--- config.mk ---
export PLATFORM = sky130hd
export DESIGN_NAME = fpu_issue_queue
export DESIGN_NICKNAME = d
export VERILOG_FILES = /design/src/rtl/fpu_pkg.sv /design/src/rtl/fpu_req_fifo.sv /design/src/rtl/fpu_issue_queue.sv
export SDC_FILE = /design/constraint.sdc
export NUM_CORES = 1
export LEC_CHECK = 0
export BUFFER_PORTS_ARGS = -buffer_cell sky130_fd_sc_hd__buf_2
export CORE_UTILIZATION = 45
export CTS_CLUSTER_SIZE = 14
export DETAILED_ROUTE_END_ITERATION = 8
export HOLD_SLACK_MARGIN = 0.06
export PLACE_DENSITY = 0.66
export SKIP_LAST_GASP = 1
export SYNTH_ARGS = -nofsm -noshare
export SYNTH_HDL_FRONTEND = slang
export SYNTH_SLANG_ARGS = --single-unit
--- constraint.sdc ---
create_clock -name clk_i -period 7 [get_ports clk_i]
set_input_delay 0.7 -clock clk_i [delete_from_list [all_inputs] [get_ports clk_i]]
set_output_delay 0.7 -clock clk_i [all_outputs]
set_load 0.05 [all_outputs]
--- src/rtl/fpu_pkg.sv ---
// Shared constants and FSM encoding for the FPU issue queue.
package fpu_pkg;

    localparam int unsigned FP_W = 32;

    localparam logic [1:0] OP_ADD = 2'b00;
    localparam logic [1:0] OP_SUB = 2'b01;
    localparam logic [1:0] OP_MUL = 2'b10;
    localparam logic [1:0] OP_DIV = 2'b11;

    localparam logic [FP_W-1:0] QNAN = 32'h7FC0_0000;

    typedef enum logic [1:0] {
        StIdle,
        StIssue,
        StWait,
        StResp
    } iq_state_e;

endpackage

--- src/rtl/fpu_req_fifo.sv ---
// Synchronous request FIFO; pointers carry a wrap bit to tell full from empty.
module fpu_req_fifo #(
    parameter int unsigned Depth = 4,
    parameter int unsigned Width = 70
) (
    input  logic                     clk_i,
    input  logic                     rst_ni,
    input  logic                     push_i,
    input  logic [Width-1:0]         wdata_i,
    input  logic                     pop_i,
    output logic [Width-1:0]         rdata_o,
    output logic                     full_o,
    output logic                     empty_o,
    output logic [$clog2(Depth):0]   count_o
);

    localparam int unsigned AW = $clog2(Depth);

    logic [AW:0]      wptr_q, rptr_q;
    logic [Width-1:0] mem_q [Depth];
    logic             do_push, do_pop;

    assign do_push = push_i && !full_o;
    assign do_pop  = pop_i && !empty_o;

    always_ff @(posedge clk_i) begin
        if (!rst_ni) begin
            wptr_q <= '0;
            rptr_q <= '0;
        end else begin
            if (do_push) wptr_q <= wptr_q + 1'b1;
            if (do_pop)  rptr_q <= rptr_q + 1'b1;
        end
    end

    always_ff @(posedge clk_i) begin
        if (do_push) mem_q[wptr_q[AW-1:0]] <= wdata_i;
    end

    assign rdata_o = mem_q[rptr_q[AW-1:0]];
    assign empty_o = (wptr_q == rptr_q);
    assign full_o  = ((wptr_q ^ rptr_q) == {1'b1, {AW{1'b0}}});
    assign count_o = wptr_q - rptr_q;

endmodule

--- src/rtl/fpu_issue_queue.sv ---
// Buffers tagged FPU requests and issues them one at a time via start/busy/done.
module fpu_issue_queue
    import fpu_pkg::*;
#(
    parameter int unsigned Depth   = 4,
    parameter int unsigned TagW    = 4,
    parameter int unsigned Timeout = 255
) (
    input  logic                    clk_i,
    input  logic                    rst_ni,
    input  logic                    req_valid_i,
    output logic                    req_ready_o,
    input  logic [1:0]              req_op_i,
    input  logic [FP_W-1:0]         req_a_i,
    input  logic [FP_W-1:0]         req_b_i,
    input  logic [TagW-1:0]         req_tag_i,
    output logic                    fpu_rst_o,
    output logic                    fpu_start_o,
    output logic [1:0]              fpu_operation_o,
    output logic [FP_W-1:0]         fpu_a_o,
    output logic [FP_W-1:0]         fpu_b_o,
    input  logic                    fpu_busy_i,
    input  logic                    fpu_done_i,
    input  logic [FP_W-1:0]         fpu_z_i,
    input  logic                    fpu_ovf_i,
    input  logic                    fpu_unf_i,
    output logic                    rsp_valid_o,
    input  logic                    rsp_ready_i,
    output logic [FP_W-1:0]         rsp_z_o,
    output logic [TagW-1:0]         rsp_tag_o,
    output logic                    rsp_ovf_o,
    output logic                    rsp_unf_o,
    output logic                    rsp_err_o,
    output logic [$clog2(Depth):0]  count_o
);

    localparam int unsigned EntryW  = 2 + 2 * FP_W + TagW;
    localparam logic [7:0]  TmoLast = 8'(Timeout - 1);

    iq_state_e         state_q, state_d;
    logic              first_q, first_d;
    logic [7:0]        tmo_q, tmo_d;
    logic [1:0]        op_q, op_d;
    logic [FP_W-1:0]   a_q, a_d, b_q, b_d;
    logic [TagW-1:0]   tag_q, tag_d;
    logic              rsp_valid_q, rsp_valid_d;
    logic [FP_W-1:0]   rsp_z_q, rsp_z_d;
    logic [TagW-1:0]   rsp_tag_q, rsp_tag_d;
    logic              rsp_ovf_q, rsp_ovf_d, rsp_unf_q, rsp_unf_d, rsp_err_q, rsp_err_d;

    logic              fifo_full, fifo_empty, fifo_pop, fifo_push;
    logic [EntryW-1:0] fifo_wdata, fifo_rdata;

    assign fifo_push  = req_valid_i && !fifo_full;
    assign fifo_wdata = {req_op_i, req_a_i, req_b_i, req_tag_i};

    fpu_req_fifo #(
        .Depth (Depth),
        .Width (EntryW)
    ) u_fifo (
        .clk_i   (clk_i),
        .rst_ni  (rst_ni),
        .push_i  (fifo_push),
        .wdata_i (fifo_wdata),
        .pop_i   (fifo_pop),
        .rdata_o (fifo_rdata),
        .full_o  (fifo_full),
        .empty_o (fifo_empty),
        .count_o (count_o)
    );

    always_comb begin
        state_d     = state_q;
        first_d     = 1'b0;
        tmo_d       = tmo_q;
        op_d        = op_q;
        a_d         = a_q;
        b_d         = b_q;
        tag_d       = tag_q;
        rsp_valid_d = rsp_valid_q;
        rsp_z_d     = rsp_z_q;
        rsp_tag_d   = rsp_tag_q;
        rsp_ovf_d   = rsp_ovf_q;
        rsp_unf_d   = rsp_unf_q;
        rsp_err_d   = rsp_err_q;
        fifo_pop    = 1'b0;
        fpu_start_o = 1'b0;

        unique case (state_q)
            StIdle: begin
                // Busy still high here means a timed-out op is draining; hold off.
                if (!fifo_empty && !rsp_valid_q && !fpu_busy_i) begin
                    {op_d, a_d, b_d, tag_d} = fifo_rdata;
                    fifo_pop = 1'b1;
                    first_d  = 1'b1;
                    state_d  = StIssue;
                end
            end
            StIssue: begin
                fpu_start_o = 1'b1;
                if (fpu_busy_i && !first_q) begin
                    tmo_d   = '0;
                    state_d = StWait;
                end
            end
            StWait: begin
                if (fpu_done_i && !fpu_busy_i) begin
                    rsp_z_d     = fpu_z_i;
                    rsp_ovf_d   = fpu_ovf_i;
                    rsp_unf_d   = fpu_unf_i;
                    rsp_err_d   = 1'b0;
                    rsp_tag_d   = tag_q;
                    rsp_valid_d = 1'b1;
                    tmo_d       = '0;
                    state_d     = StResp;
                end else if (tmo_q == TmoLast) begin
                    rsp_z_d     = QNAN;
                    rsp_ovf_d   = 1'b0;
                    rsp_unf_d   = 1'b0;
                    rsp_err_d   = 1'b1;
                    rsp_tag_d   = tag_q;
                    rsp_valid_d = 1'b1;
                    tmo_d       = '0;
                    state_d     = StResp;
                end else begin
                    tmo_d = tmo_q + 8'd1;
                end
            end
            StResp: begin
                if (rsp_ready_i) begin
                    rsp_valid_d = 1'b0;
                    state_d     = StIdle;
                end
            end
            default: state_d = StIdle;
        endcase
    end

    always_ff @(posedge clk_i) begin
        if (!rst_ni) begin
            state_q     <= StIdle;
            first_q     <= 1'b0;
            tmo_q       <= '0;
            op_q        <= '0;
            a_q         <= '0;
            b_q         <= '0;
            tag_q       <= '0;
            rsp_valid_q <= 1'b0;
            rsp_z_q     <= '0;
            rsp_tag_q   <= '0;
            rsp_ovf_q   <= 1'b0;
            rsp_unf_q   <= 1'b0;
            rsp_err_q   <= 1'b0;
        end else begin
            state_q     <= state_d;
            first_q     <= first_d;
            tmo_q       <= tmo_d;
            op_q        <= op_d;
            a_q         <= a_d;
            b_q         <= b_d;
            tag_q       <= tag_d;
            rsp_valid_q <= rsp_valid_d;
            rsp_z_q     <= rsp_z_d;
            rsp_tag_q   <= rsp_tag_d;
            rsp_ovf_q   <= rsp_ovf_d;
            rsp_unf_q   <= rsp_unf_d;
            rsp_err_q   <= rsp_err_d;
        end
    end

    assign fpu_rst_o       = !rst_ni;
    assign req_ready_o     = !fifo_full;
    assign fpu_operation_o = op_q;
    assign fpu_a_o         = a_q;
    assign fpu_b_o         = b_q;
    assign rsp_valid_o     = rsp_valid_q;
    assign rsp_z_o         = rsp_z_q;
    assign rsp_tag_o       = rsp_tag_q;
    assign rsp_ovf_o       = rsp_ovf_q;
    assign rsp_unf_o       = rsp_unf_q;
    assign rsp_err_o       = rsp_err_q;

endmodule

==> results.yml <==
status:
  status: "finished clean"
die:
  die_area_sq_mm: 0.0336
  die_h_microns: 183
  die_w_microns: 183
  core-area_sq_mm: 0.0325
  io_pins: 222
  start_util_pct: 45.6
  row_count: 66
global_routing:
  grt_pass1_vias: 8067
  track_usage_pct: 17.8
  grt_pass1_wl_mm: 45.6
  grt_overflow: 0
  grt_max_degree: 73
  antenna_found_initial: 6
layout:
  fillers: 2642
  fin_cells: 1598
  multi_input_area_sq_mm: 0.00359
  drive_above_1_share_pct: 33.1
  areaGrowthSynthToFinish_pct: 19.6
  regArea_sq_mm: 0.0110
  final_util_pct: 54.6
  nNetsFinal: 1246
synth:
  synth.area.top_cells: "edfxtp_1 (57%), dfxtp_1 (17%), mux4_2 (11%)"
  synthCells: 892
  syn_area_sq_mm: 0.0148
  synth-main-ff-cell: "edfxtp_1"
  syn_nets: 1017
  avgSynthCellArea_sq_um: 16.6
  synth_commonest_cells: "edfxtp_1 (280), nand2_1 (151), dfxtp_1 (127)"
  post-synth-top-count-cell: "edfxtp_1"
  async_reset_ff_share_pct: 0
  ys_warn_count: 0
  yosysUniqueCellTypes: 42
  seq_area_frac_synth_pct: 73.9
  synth-edff-count: 280
  ys_seq_elements: 407
  yosysTopAreaCell: "edfxtp_1"
  synth.top_cell.area_share_pct: 56.8
setup_path:
  critPathLaunchType: "register"
  critPathKind: "register to register"
  crit_fanout: 37
  crit_path_end_kind: "register"
  cp_data_arrival_time_ns: 3.32
  critPathRequiredTime_ns: 7.15
sta:
  period_share_pct: 45.3
  maxSlewHeadroom_pct: 33.3
  slew_violations: 0
  finalHoldViolCount: 0
  tightest_slew_ns: 1.00
  fin_setup_tns_ns: 0
  period_minus_slack_ns: 3.17
  grt_setup_unrepaired: "no"
  finalSetupViolCount: 0
  clock.fmax_mhz: 315
  fin_hold_ws_ns: 0.387
  fin_skew_ns: 0.0196
drt:
  drtPass1Iterations: 4
  routed_wl_mm: 29.8
  route.antenna.remaining_nets: 0
  drc: 0
  drt_iter0_drc: 414
  wire_per_inst_microns: 18.7
  vias: 8173
  vias_per_cell: 5.11
clock_network:
  htree_levels: 2
  cts_buffer_depth: 3
  cts_buffers: 43
  clock_latency_ns: 0.53
  postCtsSetupBuffers: 0
  post_cts_resized: 0
  clock_tree.root_cell: "clkbuf_16"
  tritoncts: "built"
  cts.sinks: 407
  cts_hold_buf: 0
  clk_pin_slew_worst_paths_ns: 0.06
power:
  pwr_density_cell_mw_per_mm2: 356
  total_power_mw: 6.31
  power_leakage_nw: 6.39
  ir_drop_v: 0.000192
min_path:
  hold_class: "input port to register"
placement:
  dp_cells: 1518
  post-dp-hpwl_mm: 17.3
  port_buffers: 221
  gp_congestion: 0.728
run:
  max_cap_violations: 0
## cell usage in the layout, fill, tap and decap left out, drive strengths merged, types with 17 or more instances in the layout
master and count:
a22o 25, buf 232, mux4 70, nor2 24, dfxtp 127, clkinv 17, a21oi 74, edfxtp 280
clkbuf 60, nand2 151
## layout make-up
cell class	instances	area share [%]
clock buffer	60	6.84
antenna	1	0.0141
timing repair buffer	232	6.71
sequential	407	61.8
multi-input combinational	423	20.3
clock inverter	19	0.904
tap	442	3.12
inverter	14	0.311
## layer usage
| metal | vias to the layer above | wire [microns] | GRT usage, % |
|---|---|---|---|
| met5 | - | 66 | 0 |
| met3 | 49 | 1900 | 4.46 |
| met2 | 218 | 14100 | 28.8 |
| met4 | 10 | 490 | 4.67 |
| li1 | 3845 | - | - |
| met1 | 4051 | 13300 | 24.0 |
## sequential cells by signal, summed over array words and instances, names as in the netlist, 3 cells and up
signal,flops
tag_q,4
u_fifo.rptr_q,3
u_fifo.wptr_q,3
u_fifo.mem_q,280
rsp_z_o,32
fpu_b_o,32
rsp_tag_o,4
fpu_a_o,32
tmo_q,8
## kinds of logic (layout without fill, tap and decap cells)
| group | count (synthesis) | count (layout) | share of synthesized area, % |
|---|---|---|---|
| AND/OR/NAND/NOR | 191 | 191 | 5.17 |
| flip-flops | 407 | 407 | 73.9 |
| multiplexers | 76 | 76 | 11.0 |
| AO/OA/AOI/OAI | 128 | 128 | 5.85 |
| adder cells (fa/ha/maj) | 15 | 15 | 1.32 |
| buffers and inverters | 62 | 325 | 1.92 |
| other | 0 | 1 | 0 |
| XOR/XNOR | 13 | 13 | 0.769 |
## power by group
group / internal, mW / switching (mW)
registers: 2.77 / 0.125
clock network: 1.32 / 0.871
logic: 0.426 / 0.805
total: 4.51 / 1.80
## worst max-delay path: stages (launching register included)
cell and delay [ns]:
dfxtp_4 0.80, ha_1 0.38, nand2_1 0.18, o21a_1 0.24, and2_4 0.55, buf_4 0.60
## per-stage QoR
stage,instance area [sq um],setup WS [ns]
finish,17700,3.83
global route,17700,3.56
CTS,17700,3.71
detailed placement,16300,3.72
global placement,16300,3.74
floorplan,14800,3.31
## path summary, 6_finish.rpt
check / endpoint / start / cells past startpoint / slack (ns)
worst max-delay path: u_fifo.mem_q[2][37] / u_fifo.rptr_q[0] / 5 / 3.83
worst min-delay path: u_fifo.mem_q[1][56] / req_a_i[20] / 1 / 0.39
worst max register to register: u_fifo.mem_q[2][37] / u_fifo.rptr_q[0] / 5 / 3.83
worst min register to register: fpu_a_o[22] / fpu_a_o[22] / 2 / 0.45
(Power assumes the default switching activity.)
